[config.mk]
export PLATFORM = sky130hd
export DESIGN_NAME = demux_stream_1to4
export DESIGN_NICKNAME = d
export VERILOG_FILES = /design/src/rtl/demux_stream_1to4.sv
export SDC_FILE = /design/constraint.sdc
export NUM_CORES = 1
export LEC_CHECK = 0
export CORE_ASPECT_RATIO = 0.6
export CORE_UTILIZATION = 47
export CTS_CLUSTER_SIZE = 24
export DETAILED_ROUTE_END_ITERATION = 16
export GPL_TIMING_DRIVEN = 0
export PLACE_DENSITY = 0.83
export RECOVER_POWER = 50
export SYNTH_ARGS = -nofsm -noshare
export SYNTH_HDL_FRONTEND = slang
export SYNTH_SLANG_ARGS = --single-unit
[constraint.sdc]
create_clock -name clk -period 3 [get_ports clk]
set_input_delay 0.45 -clock clk [delete_from_list [all_inputs] [get_ports clk]]
set_output_delay 0.45 -clock clk [all_outputs]
set_load 0.01 [all_outputs]
[src/rtl/demux_stream_1to4.sv]
// demux_stream_1to4: routes one valid/ready packet stream to one of four channels.
// The channel is locked per packet, and a single registered stage sustains one beat per cycle.
module demux_stream_1to4 #(
  parameter int DATA_W = 8
) (
  input  logic              clk,
  input  logic              rst,
  input  logic [DATA_W-1:0] in_data,
  input  logic [1:0]        in_sel,
  input  logic              in_valid,
  input  logic              in_last,
  output logic              in_ready,
  output logic [DATA_W-1:0] out_data,
  output logic              out_last,
  output logic [3:0]        out_valid,
  input  logic [3:0]        out_ready,
  output logic [3:0]        pkt_done
);

  typedef enum logic {
    IDLE = 1'b0,
    BUSY = 1'b1
  } state_t;

  state_t            state_q, state_d;
  logic [1:0]        lock_sel_q, lock_sel_d;
  logic              hold_valid_q, hold_valid_d;
  logic [1:0]        hold_ch_q, hold_ch_d;
  logic [DATA_W-1:0] data_q, data_d;
  logic              last_q, last_d;
  logic [3:0]        out_valid_q, out_valid_d;
  logic [3:0]        pkt_done_q, pkt_done_d;
  logic              accept_s;
  logic              drain_s;
  logic [1:0]        ch_s;

  function automatic logic [3:0] onehot4(input logic [1:0] idx);
    logic [3:0] vec;
    case (idx)
      2'd0:    vec = 4'b0001;
      2'd1:    vec = 4'b0010;
      2'd2:    vec = 4'b0100;
      2'd3:    vec = 4'b1000;
      default: vec = 4'b0000;
    endcase
    return vec;
  endfunction

  // Handshake and routing decisions; only the addressed sink's ready matters.
  always_comb begin
    drain_s  = hold_valid_q & out_ready[hold_ch_q];
    in_ready = ~rst & (~hold_valid_q | out_ready[hold_ch_q]);
    accept_s = in_valid & in_ready;
    if (state_q == IDLE) begin
      ch_s = in_sel;
    end else begin
      ch_s = lock_sel_q;
    end
  end

  // Next-state for the packet FSM and hold stage; an accept overwrites a draining beat.
  always_comb begin
    state_d      = state_q;
    lock_sel_d   = lock_sel_q;
    hold_valid_d = hold_valid_q;
    hold_ch_d    = hold_ch_q;
    data_d       = data_q;
    last_d       = last_q;
    if (accept_s) begin
      hold_valid_d = 1'b1;
      hold_ch_d    = ch_s;
      data_d       = in_data;
      last_d       = in_last;
      case (state_q)
        IDLE: begin
          if (!in_last) begin
            state_d    = BUSY;
            lock_sel_d = in_sel;
          end else begin
            state_d = IDLE;
          end
        end
        BUSY: begin
          if (in_last) begin
            state_d = IDLE;
          end else begin
            state_d = BUSY;
          end
        end
        default: state_d = IDLE;
      endcase
    end else if (drain_s) begin
      hold_valid_d = 1'b0;
    end else begin
      hold_valid_d = hold_valid_q;
    end
    out_valid_d = hold_valid_d ? onehot4(hold_ch_d) : 4'b0000;
    pkt_done_d  = (drain_s && last_q) ? onehot4(hold_ch_q) : 4'b0000;
  end

  // State registers with synchronous reset.
  always_ff @(posedge clk) begin
    if (rst) begin
      state_q      <= IDLE;
      lock_sel_q   <= 2'd0;
      hold_valid_q <= 1'b0;
      hold_ch_q    <= 2'd0;
      data_q       <= {DATA_W{1'b0}};
      last_q       <= 1'b0;
      out_valid_q  <= 4'b0000;
      pkt_done_q   <= 4'b0000;
    end else begin
      state_q      <= state_d;
      lock_sel_q   <= lock_sel_d;
      hold_valid_q <= hold_valid_d;
      hold_ch_q    <= hold_ch_d;
      data_q       <= data_d;
      last_q       <= last_d;
      out_valid_q  <= out_valid_d;
      pkt_done_q   <= pkt_done_d;
    end
  end

  assign out_data  = data_q;
  assign out_last  = last_q;
  assign out_valid = out_valid_q;
  assign pkt_done  = pkt_done_q;

endmodule
# Yosys cells after proc, flatten, opt, wreduce, memory -nomap -nowiden
# Index checks and enable logic that the tools add are counted.
[word_totals]
input_bits = 18
reg_bits = 23
[op_classes]
n_reduce_logical = 6
n_eq_ne = 6
bitwise = 10
n_mux = 9
n_lt_le_gt_ge = 1
[ops]
columns = ["operator", "n"]
rows = [
  ["$pmux 4 s4", 2],
  ["$eq 2x2->1 const B", 4],
  ["$not 1->1", 6],
  ["$eq 2x1->1 const B", 2],
  ["$logic_not 2->1", 2],
  ["$mux 1", 4],
  ["$mux 2", 2],
  ["$reduce_or 2->1", 2],
  ["$and 1x1->1", 3],
  ["$lt 2x3->1 const B", 1],
  ["$reduce_and 3->1", 1],
  ["$bmux 1 s2", 1],
  ["$logic_and 1x1->1", 1],
  ["$or 1x1->1", 1],
]

# Logic depth before layout (Yosys ltp)
# Gate-level depths: netlist of run 1.
[depth]
word_depth = 8
depth_mapped = 5
mapped_depth_nobuf = 4

# Least setup slack after synthesis of run 1
# OpenSTA, ideal clock, no wires.
[synth_path]
path_kind = "reg-to-output"
startpoint = "reg hold_ch_q[1]"
endpoint = "out in_ready"
arrival_ns = 1.146
path_stages_with_launch = 5
required_time_ns = 2.550
n_path_buf = 1
slack_ns = 1.404
cell_sequence = "dfxtp_1 > buf_6 > mux2_4 > o22ai_4 > nor2_1"
[synth_via]
elab_chain_len = 4
[synth_lines]
columns = ["element", "line", "rtl"]
rows = [
  ["from (decl)", "28", "logic [1:0] hold_ch_q, hold_ch_d;"],
  ["from (signal assigned)", "116", "hold_ch_q <= hold_ch_d;"],
  ["$bmux 1 s2", "52", "in_ready = ~rst & (~hold_valid_q | out_ready[hold_ch_q]);"],
  ["$mux 1 (implied by the code)", "52", ""],
  ["$or 1x1->1", "52", ""],
  ["$and 1x1->1", "52", ""],
  ["to (decl)", "12", "output logic in_ready,"],
]
# Every way passes these cells. The select of a mux whose other input is x is not followed.

# Worst setup path after layout of run 1
[layout_path]
startpoint = "in rst"
endpoint = "out in_ready"
[layout_via]
elab_chain_len = 2
[layout_lines]
columns = ["element", "line", "rtl"]
rows = [
  ["from (decl)", "7", "input logic rst,"],
  ["$not 1->1", "52", ""],
  ["$and 1x1->1", "52", ""],
]
# Every way passes these cells.

==> impl_metrics.toml, run 1 <==
[routing]
wl_per_cell_um = 13.2
vias_per_cell = 4.92
drtPass1Iterations = 4
ant_nets = 0
wl_um = 2170
drt_iter0_drc = 42
vias = 807
drc_errors = 0

[synth]
synthCells = 97
yosys_warnings = 0
synth_top_area_cell = "dfxtp_1"
yosysSeqAreaShare = 0.452
synth_edf_count = 0
synth-compound-area-share = 0.0762
synthXorXnorAreaFrac = 0
ys_ff_latch = 23
synthMuxAreaShare = 0.211
async_flop_share = 0
netlist_area_mm2 = 0.00102
synth_nets = 115
ys_types = 21
synth_top_family_by_area = "simple AND/OR/NAND/NOR gates"
synthAdderAreaFrac = 0
yosys-top-cells-count = "dfxtp_1, nor2b_1, nor2_1, mux2_4, nand2_1"
yosysMostFrequentCell = "dfxtp_1"
netlist_top_cells_area = "dfxtp_1, mux2_4, nor2b_1, mux2i_1, nor2_1"
synthFlopType = "dfxtp_1"
postSynthAreaPerCell_um2 = 10.5
synthSimpleGateAreaFrac = 0.237
synth_top_area_share = 0.452

[clock_tree]
postCtsHoldBufs = 0
cts_buffers = 3
clk_pin_slew_ns = 0.15
postCtsSetupRepairBufs = 0
clock_path_buffers = 2
h-tree-depth = 1
cts_num_sinks = 23
cts_resized = 0
cts_tree = "built"
clock_tree.root_cell = "clkbuf_4"
clk_latency_ns = 0.33

[sta]
fmax_ghz = 0.386
maxSlewViolCount = 0
fin_crit_sh = 0.863
skew_ns = 0.0225
tightest_slew_ns = 1.13
final-setup-viol-count = 0
fin_crit_ns = 2.59
rsz0062_at_grt = "no"
finalSetupTns_ns = 0
hold_viol_final = 0
relSlewSlack = 0.242

[outcome]
status = "complete, no violations"

[floorplan]
dieArea_mm2 = 0.00236
dieHeight_um = 38.1
ioPinCount = 36
fp.dieW_um = 62.1
initial_core_util = 0.526
core_area_mm2 = 0.00194
rows = 12

[place]
gp_congestion = 0.798
io_buffers = 35
hpwl_um = 1650
placed_cell_area_mm2 = 0.00140
dp.cells = 160

[critical_path]
end_kind = "primary output"
crit_path_max_incr_delay_ns = 0.71
r2r_slack_ns = 0.80
start_kind = "input port"
crit_type = "in2out"
worstPathMaxFanout = 10
cpMaxStageDelayCell = "dlygate4sd3_1"
cp.arrival_ns = 2.14
critPathRequiredTime_ns = 2.55
crit_chain = "dlygate4sd3_1 -> clkbuf_1 -> nor2_1 -> clkdlybuf4s50_1"

[power_and_ir_drop]
leakagePower_uw = 0.000567
power_uw = 627
peakVddDrop_v = 0.000258
powerDensity_mw_per_mm2 = 443

[worst_hold_path]
min_path_type = "reg2reg"

[grt]
grt_pass1_wl_um = 3460
grt_pass1_vias = 796
antenna_found_initial = 0
grt_overflow = 0
grtUsageTotal = 0.214
grt_max_degree = 15

[cells_and_area]
drive_above_1_share = 0.132
finish.utilization = 0.731
diodes = 0
postLayoutCellArea_mm2 = 0.00142
num-nets-final = 155
fillCellCount = 149
stdcell_count = 164
area_growth_syn_to_layout_pct = 39.1

[flow_run]
drv_cap = 0
## critical path, delay by kind of cell
kind	cells	cell delay, ns
and+or+nand+nor	1	0.10
buffers and inverters	3	1.58
## cell families after synthesis
| logic type | Yosys count |
|---|---|
| AND/OR/NAND/NOR | 45 |
| AO/OA/AOI/OAI | 9 |
| flip-flops | 23 |
| buffers and inverters | 4 |
| multiplexers | 16 |
## layout make-up
| cell class | instances | area [um2] | area share |
|---|---|---|---|
| inverter | 1 | 3.75 | 0.00265 |
| buffer | 3 | 18.8 | 0.0133 |
| tap | 28 | 35.0 | 0.0247 |
| sequential | 23 | 460 | 0.325 |
| clock inverter | 1 | 7.51 | 0.00530 |
| clock buffer | 3 | 22.5 | 0.0159 |
| timing repair buffer | 35 | 350 | 0.247 |
| multi-input combinational | 70 | 518 | 0.366 |
## metal layers
metal  vias to the layer above  share of wire  track usage
met5                         -              0            0
met4                         0         0.0069       0.0500
met3                         3          0.072       0.0878
met2                        30           0.45        0.362
met1                       368           0.47        0.253
li1                        406              -            -
## where the power goes
part / internal (uW) / total (uW) / switching (uW)
logic: 82.9 / 140 / 56.6
clock network: 51.1 / 152 / 101
registers: 324 / 336 / 11.5
total: 458 / 627 / 169
## registers in the layout, indices dropped and copies added (netlist names)
register      count
out_data          8
out_valid         4
state_q           1
hold_ch_q         2
lock_sel_q        2
pkt_done          4
hold_valid_q      1
out_last          1
## cells in the final DEF, fill, tap and decap left out
master	n
a21oi_1	2
clkdlybuf4s50_1	21
dlygate4sd3_1	14
clkbuf_1	2
nor2b_1	13
mux2_4	11
nor3_1	3
nand2_1	6
or3_1	1
a31o_1	1
inv_1	1
nand2b_1	5
nor2_1	13
o21ai_0	3
a221oi_2	1
o22ai_4	1
dfxtp_1	23
clkbuf_4	3
buf_6	1
mux2i_1	5
o22a_1	1
clkinvlp_4	1
nand3_1	4
## final timing paths
check,startpoint,end,cells past startpoint
min,lock_sel_q[1],lock_sel_q[1],2
min reg2reg,lock_sel_q[1],lock_sel_q[1],2
max,rst,in_ready,4
max reg2reg,hold_ch_q[0],out_data[6],4
## per-stage QoR
stage	hold slack, ns	setup slack [ns]
after floorplan	0.454	1.40
after global placement	0.466	0.470
after detailed placement	0.487	0.457
after CTS	0.506	0.432
after global routing	0.527	0.297
final	0.505	0.412
No activity file was read; power rests on OpenSTA's default activity.
==> inputs of run 2 (changes only) <==
Settings changed: CORE_MARGIN set to 3, PLACE_DENSITY 0.83 to 0.85, SKIP_CTS_REPAIR_TIMING set to 1.
==> run 2 against run 1 <==
Effect of this change: total power is 0.98% lower; sequential share of layout area is 0.31 points lower; die area is 18% higher; global-route usage is 4.4 points lower; count of clock-buffer cells in the layout stayed put; flip-flop and latch count stayed put; clock power is 5% lower; routed wire length is 1.4% higher; first-iteration DRC count is 76% lower; worst hold slack better by 0.00055 ns; non-clock buffer count stayed put.
==> impl_metrics.toml, run 2 (synthesis gave the netlist of run 1 again) <==
[outcome]
status = "complete, no violations"

[grt]
grt_pass1_wl_um = 3610
antenna_found_initial = 0
grt_overflow = 0
grt_pass1_vias = 763
grtUsageTotal = 0.170
grt_max_degree = 14

[floorplan]
dieArea_mm2 = 0.00278
ioPinCount = 36
initial_core_util = 0.522
rows = 12
core_area_mm2 = 0.00195
fp.dieW_um = 66.1
dieHeight_um = 42.1

[critical_path]
cp.arrival_ns = 2.14
path_buf_inv = 3
reg2reg_from = "hold_ch_q[1]"
crit_chain = "dlygate4sd3_1 -> clkbuf_1 -> nor2_1 -> clkdlybuf4s50_1"
end_kind = "primary output"
rr_worst_depth = 5
critPathRequiredTime_ns = 2.55
cpMaxStageDelayCell = "dlygate4sd3_1"
crit_path_max_incr_delay_ns = 0.72
crit_type = "in2out"
r2r_end = "out_data[6]"
start_kind = "input port"
crit_family = "buffers and inverters"
startpoint = "rst"
worstPathMaxFanout = 10
r2r_slack_ns = 1.28

[clock_tree]
cts_tree = "built"
clock_path_buffers = 2
clk_pin_slew_ns = 0.12
cts_buffers = 3
clock_tree.root_cell = "clkbuf_4"
clk_latency_ns = 0.31
h-tree-depth = 1
cts_num_sinks = 23

[sta]
skew_ns = 0.00169
finalSetupTns_ns = 0
holdWs_ns = 0.506
hold_viol_final = 0
tightest_slew_ns = 0.548
final-setup-viol-count = 0
fmax_ghz = 0.386
relSlewSlack = 0.635
fin_crit_ns = 2.59
maxSlewViolCount = 0
fin_crit_sh = 0.863
rsz0062_at_grt = "no"

[routing]
wl_per_cell_um = 13.4
drtPass1Iterations = 4
drt_iter0_drc = 10
wl_um = 2200
vias_per_cell = 4.89
ant_nets = 0
drc_errors = 0
vias = 802

[place]
hpwl_um = 1680
io_buffers = 35
gp_congestion = 0.816

[worst_hold_path]
holdPathEnd = "lock_sel_q[1]"
hold_start = "lock_sel_q[1]"
min_path_type = "reg2reg"
hold_path_depth = 2

[cells_and_area]
area_growth_syn_to_layout_pct = 40.4
diodes = 0
final_cell_mix = "dfxtp_1, clkdlybuf4s50_1, dlygate4sd3_1"
final_common_cell = "dfxtp_1"
largest_reg_flops = 8
drive_above_1_share = 0.140
num-nets-final = 155

[flow_run]
drv_cap = 0

[power_and_ir_drop]
powerDensity_mw_per_mm2 = 434
peakVddDrop_v = 0.000259
leakagePower_uw = 0.000579
-- run 2: cell count changes in the layout (fill, tap and decap cells not counted), sizes merged --
cell           previous run  this run
clkinv                    0         1
dlygate4sd3              14        15
clkinvlp                  1         0
clkdlybuf4s50            21        20
-- run 2: worst max path at each step --
stage                     slack, ns  endpoint  depth (start not counted)
final                          0.41  in_ready                          4
after CTS                      0.45  in_ready                          5
after global routing           0.28  in_ready                          4
after global placement         0.47  in_ready                          5
after detailed placement       0.47  in_ready                          5
after floorplan                1.40  in_ready                          4
-- run 2: stage by stage --
stage	total power [uW]	cells	utilization	area, um2	setup WS, ns
5_1_grt	652	164	0.733	1430	0.284
4_1_cts	630	164	0.733	1430	0.448
2_1_floorplan	421	97	-	1020	1.40
3_5_place_dp	488	160	0.719	1400	0.465
3_3_place_gp	484	160	0.719	1400	0.471
6_report	621	164	0.733	1430	0.411
-- run 2: report_power, final --
group          leakage, uW  total, uW  internal (uW)  switching [uW]
sequential        0.000188        335            324            11.0
clock            0.0000177        144           49.9            93.7
combinational     0.000373        142           83.2            59.1
-- run 2: per-layer routing --
| layer | wire (um) | share of wire | vias to the layer above | track usage |
|---|---|---|---|---|
| li1 | - | - | 406 | - |
| met1 | 1010 | 0.46 | 364 | 0.227 |
| met2 | 997 | 0.45 | 28 | 0.260 |
| met3 | 176 | 0.080 | 4 | 0.0643 |
| met4 | 16 | 0.0073 | 0 | 0.0364 |
| met5 | 0 | 0 | - | 0 |
-- run 2: worst reg2reg max path, stage by stage (launching register included) --
cell,delay (ns)
dfxtp_1,0.35
buf_6,0.13
mux2_4,0.32
o22ai_4,0.35
nor2_8,0.14
mux2_4,0.33
-- run 2: final cells by class --
type                       count  area, um2
tap                           28       35.0
inverter                       1       3.75
fill                         146        522
clock buffer                   3       22.5
timing repair buffer          35        350
clock inverter                 1       5.00
sequential                    23        460
multi-input combinational     70        534
buffer                         3       18.8
==> patch 1: new RTL, flow settings as in run 1 <==
Reset style: asynchronous (`rst`), changed in one clocked block. Comments in the files are not updated.
--- a/src/rtl/demux_stream_1to4.sv
+++ b/src/rtl/demux_stream_1to4.sv
@@ -101,3 +101,3 @@
   // State registers with synchronous reset.
-  always_ff @(posedge clk) begin
+  always_ff @(posedge clk or posedge rst) begin
     if (rst) begin
Formal check against the unedited RTL: differs if rst is asserted again (counterexample within 4 cycles, from zero or initial values and one cycle with rst high); with rst held inactive, the same outputs for 10 cycles.
==> patch 1 against run 1 <==
Register-to-register slack gained 0.23 ns. Synthesized cell count shrank 22%. Design area grew 1.5%. Setup slack lost 0.19 ns. Routed wire length shrank 3.7%. Via count shrank 6.8%. Sequential cell count is the same. Area after synthesis grew 0.74%. Sequential share of layout area grew 7.5 points. Hold slack gained 0.015 ns. Non-clock buffer count shrank 1. Largest cell class is now sequential cells. Highest routed layer unchanged.
Power is not compared: it rests on default switching activity, and its combinational part moved more than twofold at a synthesized area within 25%.
==> patch 1: results (changes against run 1) <==
Cells and area
  – ClkCell Share: 0.0191 (-0.00205)
  – Inverter count: 4 (+3)
  – Count of plain and timing-repair buffers: 37 (-2.6%)
  – Share of layout cells above drive strength 1: 0.174 (+0.0416)
  – Non-clk buf share: 0.254 (-0.00647)
  – Count of multi-input gates: 47 (-33%)
  – Area Overhead vs Synth: 40.1%
  – Register area: 576 sq um (+25%)
  – Fill cell count: 146 (-2.0%)
  – Final nets: 134 (-14%)
  – Multi-input combinational area share: 0.292 (-0.0742)

Worst setup path
  – End of the critical path: in_ready
  – Data arrival, critical path: 2.33 ns (+0.19 ns)
  – R2R depth: 6 (+2)
  – CP max-delay cell: inv_1
  – R2r startpoint: hold_ch_q[1]
  – Flop-to-flop setup slack: 1.03 ns (+0.23 ns)
  – RR Endpoint: out_data[0]
  – CP Max Fanout: 26 (+16)
  – Worst setup path startpoint: rst
  – Crit-path max cell delay: 0.69 ns (-0.02 ns)

Global route
  – Met2 GRT Util: 0.371 (+0.00918)
  – Met3 Track Usage GR: 0.0685 (-0.0194)
  – Met1 Use GR: 0.251 (-0.00164)
  – Largest net degree at the start of global routing: 27 (+12)
  – Vias in the first global route: 687 (-14%)
  – GRT Overall Usage: 0.210 (-0.00409)
  – First-pass GRT wire length: 3480 microns (+0.61%)

Timing
  – Slew @ Worst Pin: 0.950 ns (-0.183 ns)
  – Setup Skew: 0.0151 ns (-0.00737 ns)
  – Max frequency: 360 MHz (-6.9%)
  – Hold_ws: 0.520 ns (+0.0147 ns)

Routing
  – Routed len/inst: 14.6 microns (+10%)
  – DRT iter0 DRCs: 7 (-83%)
  – DR vias: 752 (-6.8%)
  – WL met1: 899 microns (-11%)
  – DR WL met3: 114 microns (-27%)
  – WL met2: 1030 microns (+4.8%)
  – Pre-antenna DRT Iters: 4 (unchanged)

Hold path
  – Hold Crit Start: out_data[3]
  – Hold endpoint: out_data[3]
  – WHS Path Cells: 1 (-1)

Logic synthesis
  – Async SR Flop Fraction: 1.00 (+1.00)
  – Most used DFF post-synth: dfrtp_1
  – Area contributors post-synth: dfrtp_1 56%, mux2_4 12%, mux2_2 5.5%
  – Net Count, Synth: 94 (-18%)
  – Mapped cell area: 1030 sq um (+0.74%)
  – Sequential area share after synthesis: 0.561 (+0.109)
  – Cell variety after synth: 24 (+14%)
  – Post-synth top cells: 23 x dfrtp_1, 8 x mux2_4, 5 x mux2_2, 5 x nand2_1

Place
  – DP Wirelength: 1600 microns (-2.6%)
  – Setup WS pre-CTS: 0.178 ns (-0.279 ns)
  – Dpl cell area: 1410 sq um (+0.53%)
  – Gpl congestion: 0.839 (+5.2%)

Outcome
  – Status: complete, no violations

CTS
  – Worst-path clk slew: 0.13 ns (-0.02 ns)
  – Clk_lat worst skew: 0.32 ns
  – CTS H-tree depth: 1 (unchanged)
## patch 1: changes by cell type in the layout (fill, tap and decap cells not counted), moves of 5 or more
cell,delta
dfrtp_1,+23
dfxtp_1,-23
clkdlybuf4s50_1,+12
dlygate4sd3_1,-12
nor2b_1,-12
nor2_1,-10
mux2_2,+5
## patch 1: logic make-up (layout without fill, tap and decap cells)
kind of cell,count (synthesis),after routing,synth area share
AOI/OAI and AO/OA,6,6,0.0561
buffers and inverters,6,45,0.0305
DFF,23,23,0.561
muxes,17,17,0.211
and+or+nand+nor,24,24,0.141
## patch 1: power breakdown
part | total (mW) | switching [mW] | leakage (nW) | internal, mW
Sequential | 0.500 | 0.0768 | 0.286 | 0.423
Combinational | 0.542 | 0.224 | 0.355 | 0.318
Clock | 0.145 | 0.0947 | 0.0177 | 0.0500
## patch 1: through the flow
step	utilization	cells
2_1_floorplan	-	76
3_3_place_gp	0.723	139
3_5_place_dp	0.723	139
4_1_cts	0.737	143
5_1_grt	0.737	143
6_report	0.737	143
==> patch 2: new RTL, settings of run 1 <==
Made on the original files. The parameter `DATA_W` goes from 8 to 6.
--- a/src/rtl/demux_stream_1to4.sv
+++ b/src/rtl/demux_stream_1to4.sv
@@ -3,3 +3,3 @@
 module demux_stream_1to4 #(
-  parameter int DATA_W = 8
+  parameter int DATA_W = 6
 ) (
Ports: changed (resized in_data and out_data); port bits go from 36 to 32. The function was not compared with the original's and may differ.
==> patch 2 against run 1 <==
Global-route usage rose by 1.7 points. Sequential share of layout area rose by 0.27 points. Area after synthesis fell by 9.3%. Clock skew fell by 0.016 ns. Maximum frequency rose by 0.88%. Critical path depth did not move. Count of clock-buffer cells in the layout did not move. Sequential cell count fell by 2. Clock power fell by 8%. Combinational power fell by 11%. Power fell by 9.0%. Routed wire length fell by 1.5%. Largest power group unchanged. Setup slack improved by 0.023 ns. Largest cell class unchanged. Design area fell by 9.5%.
==> patch 2: results (changes against run 1) <==
Cells and area
  – Max reg flops: 6 (-2)
  – Fin cells: 152 (-7.3%)
  – Fill cell count: 125 (-16%)
  – Register area: 420 sq um (-8.7%)

Routing
  – WL met2: 1000 microns (+2.0%)
  – DR WL met3: 119 microns (-24%)
  – DRT iter0 DRCs: 32 (-24%)

Worst setup path
  – Data arrival, critical path: 2.12 ns (-0.02 ns)
  – Crit-path max cell delay: 0.69 ns (-0.02 ns)
  – R2R depth: 5 (+1)
  – RR Endpoint: out_data[0]

Pwr
  – Comb. pwr: 124 uW (-11%)
  – Clock power frac: 0.246 (+0.004)
  – Max IR drop VDD: 0.000369 V (+43%)

Logic synthesis
  – Net Count, Synth: 107 (-7.0%)
  – Sequential area share after synthesis: 0.455 (+0.00320)
  – Area contributors post-synth: dfxtp_1 46%, mux2_4 13%, nor2b_1 7.5%

Timing
  – Setup Skew: 0.00682 ns (-0.0156 ns)
  – Tmin final: 2.57 ns (-0.0227 ns)

Outcome
  – Status: complete, no violations

Place
  – Gpl congestion: 0.783 (-1.8%)
  – Dpl cell area: 1270 sq um (-9.8%)

CTS
  – Clk_lat worst skew: 0.31 ns (-0.02 ns)
  – Worst-path clk slew: 0.11 ns (-0.04 ns)

Global route
  – Met1 Use GR: 0.287 (+0.0344)
  – Met3 Track Usage GR: 0.0836 (-0.00420)
  – GRT Overall Usage: 0.231 (+0.0170)
[patch 2: cell types whose count changed in the layout (fill, tap and decap cells not counted), moves of 2 or more]
cell | before | now
mux2_4 | 11 | 7
clkdlybuf4s50_1 | 21 | 19
dlygate4sd3_1 | 14 | 12
nor2b_1 | 13 | 11
dfxtp_1 | 23 | 21
[patch 2: layout make-up]
cell class                      count  share of cell area
Inverter                            1             0.00293
Sequential cell                    21               0.328
Clock buffer                        3              0.0176
Buffer                              3              0.0156
Multi-Input combinational cell     66               0.365
Timing Repair Buffer               31               0.242
Clock inverter                      1             0.00390
Tap cell                           26              0.0254
[patch 2: cells by family after synthesis]
logic type / after synthesis / synth area share
multiplexers: 14 / 0.196
flip-flops: 21 / 0.455
AND/OR/NAND/NOR: 43 / 0.238
buffers and inverters: 4 / 0.0257
AO/OA/AOI/OAI: 9 / 0.0840
[patch 2: critical path, delay by kind of cell]
family	cells	cell delay [ns]
buf+inv	3	1.57
simple gates	1	0.09
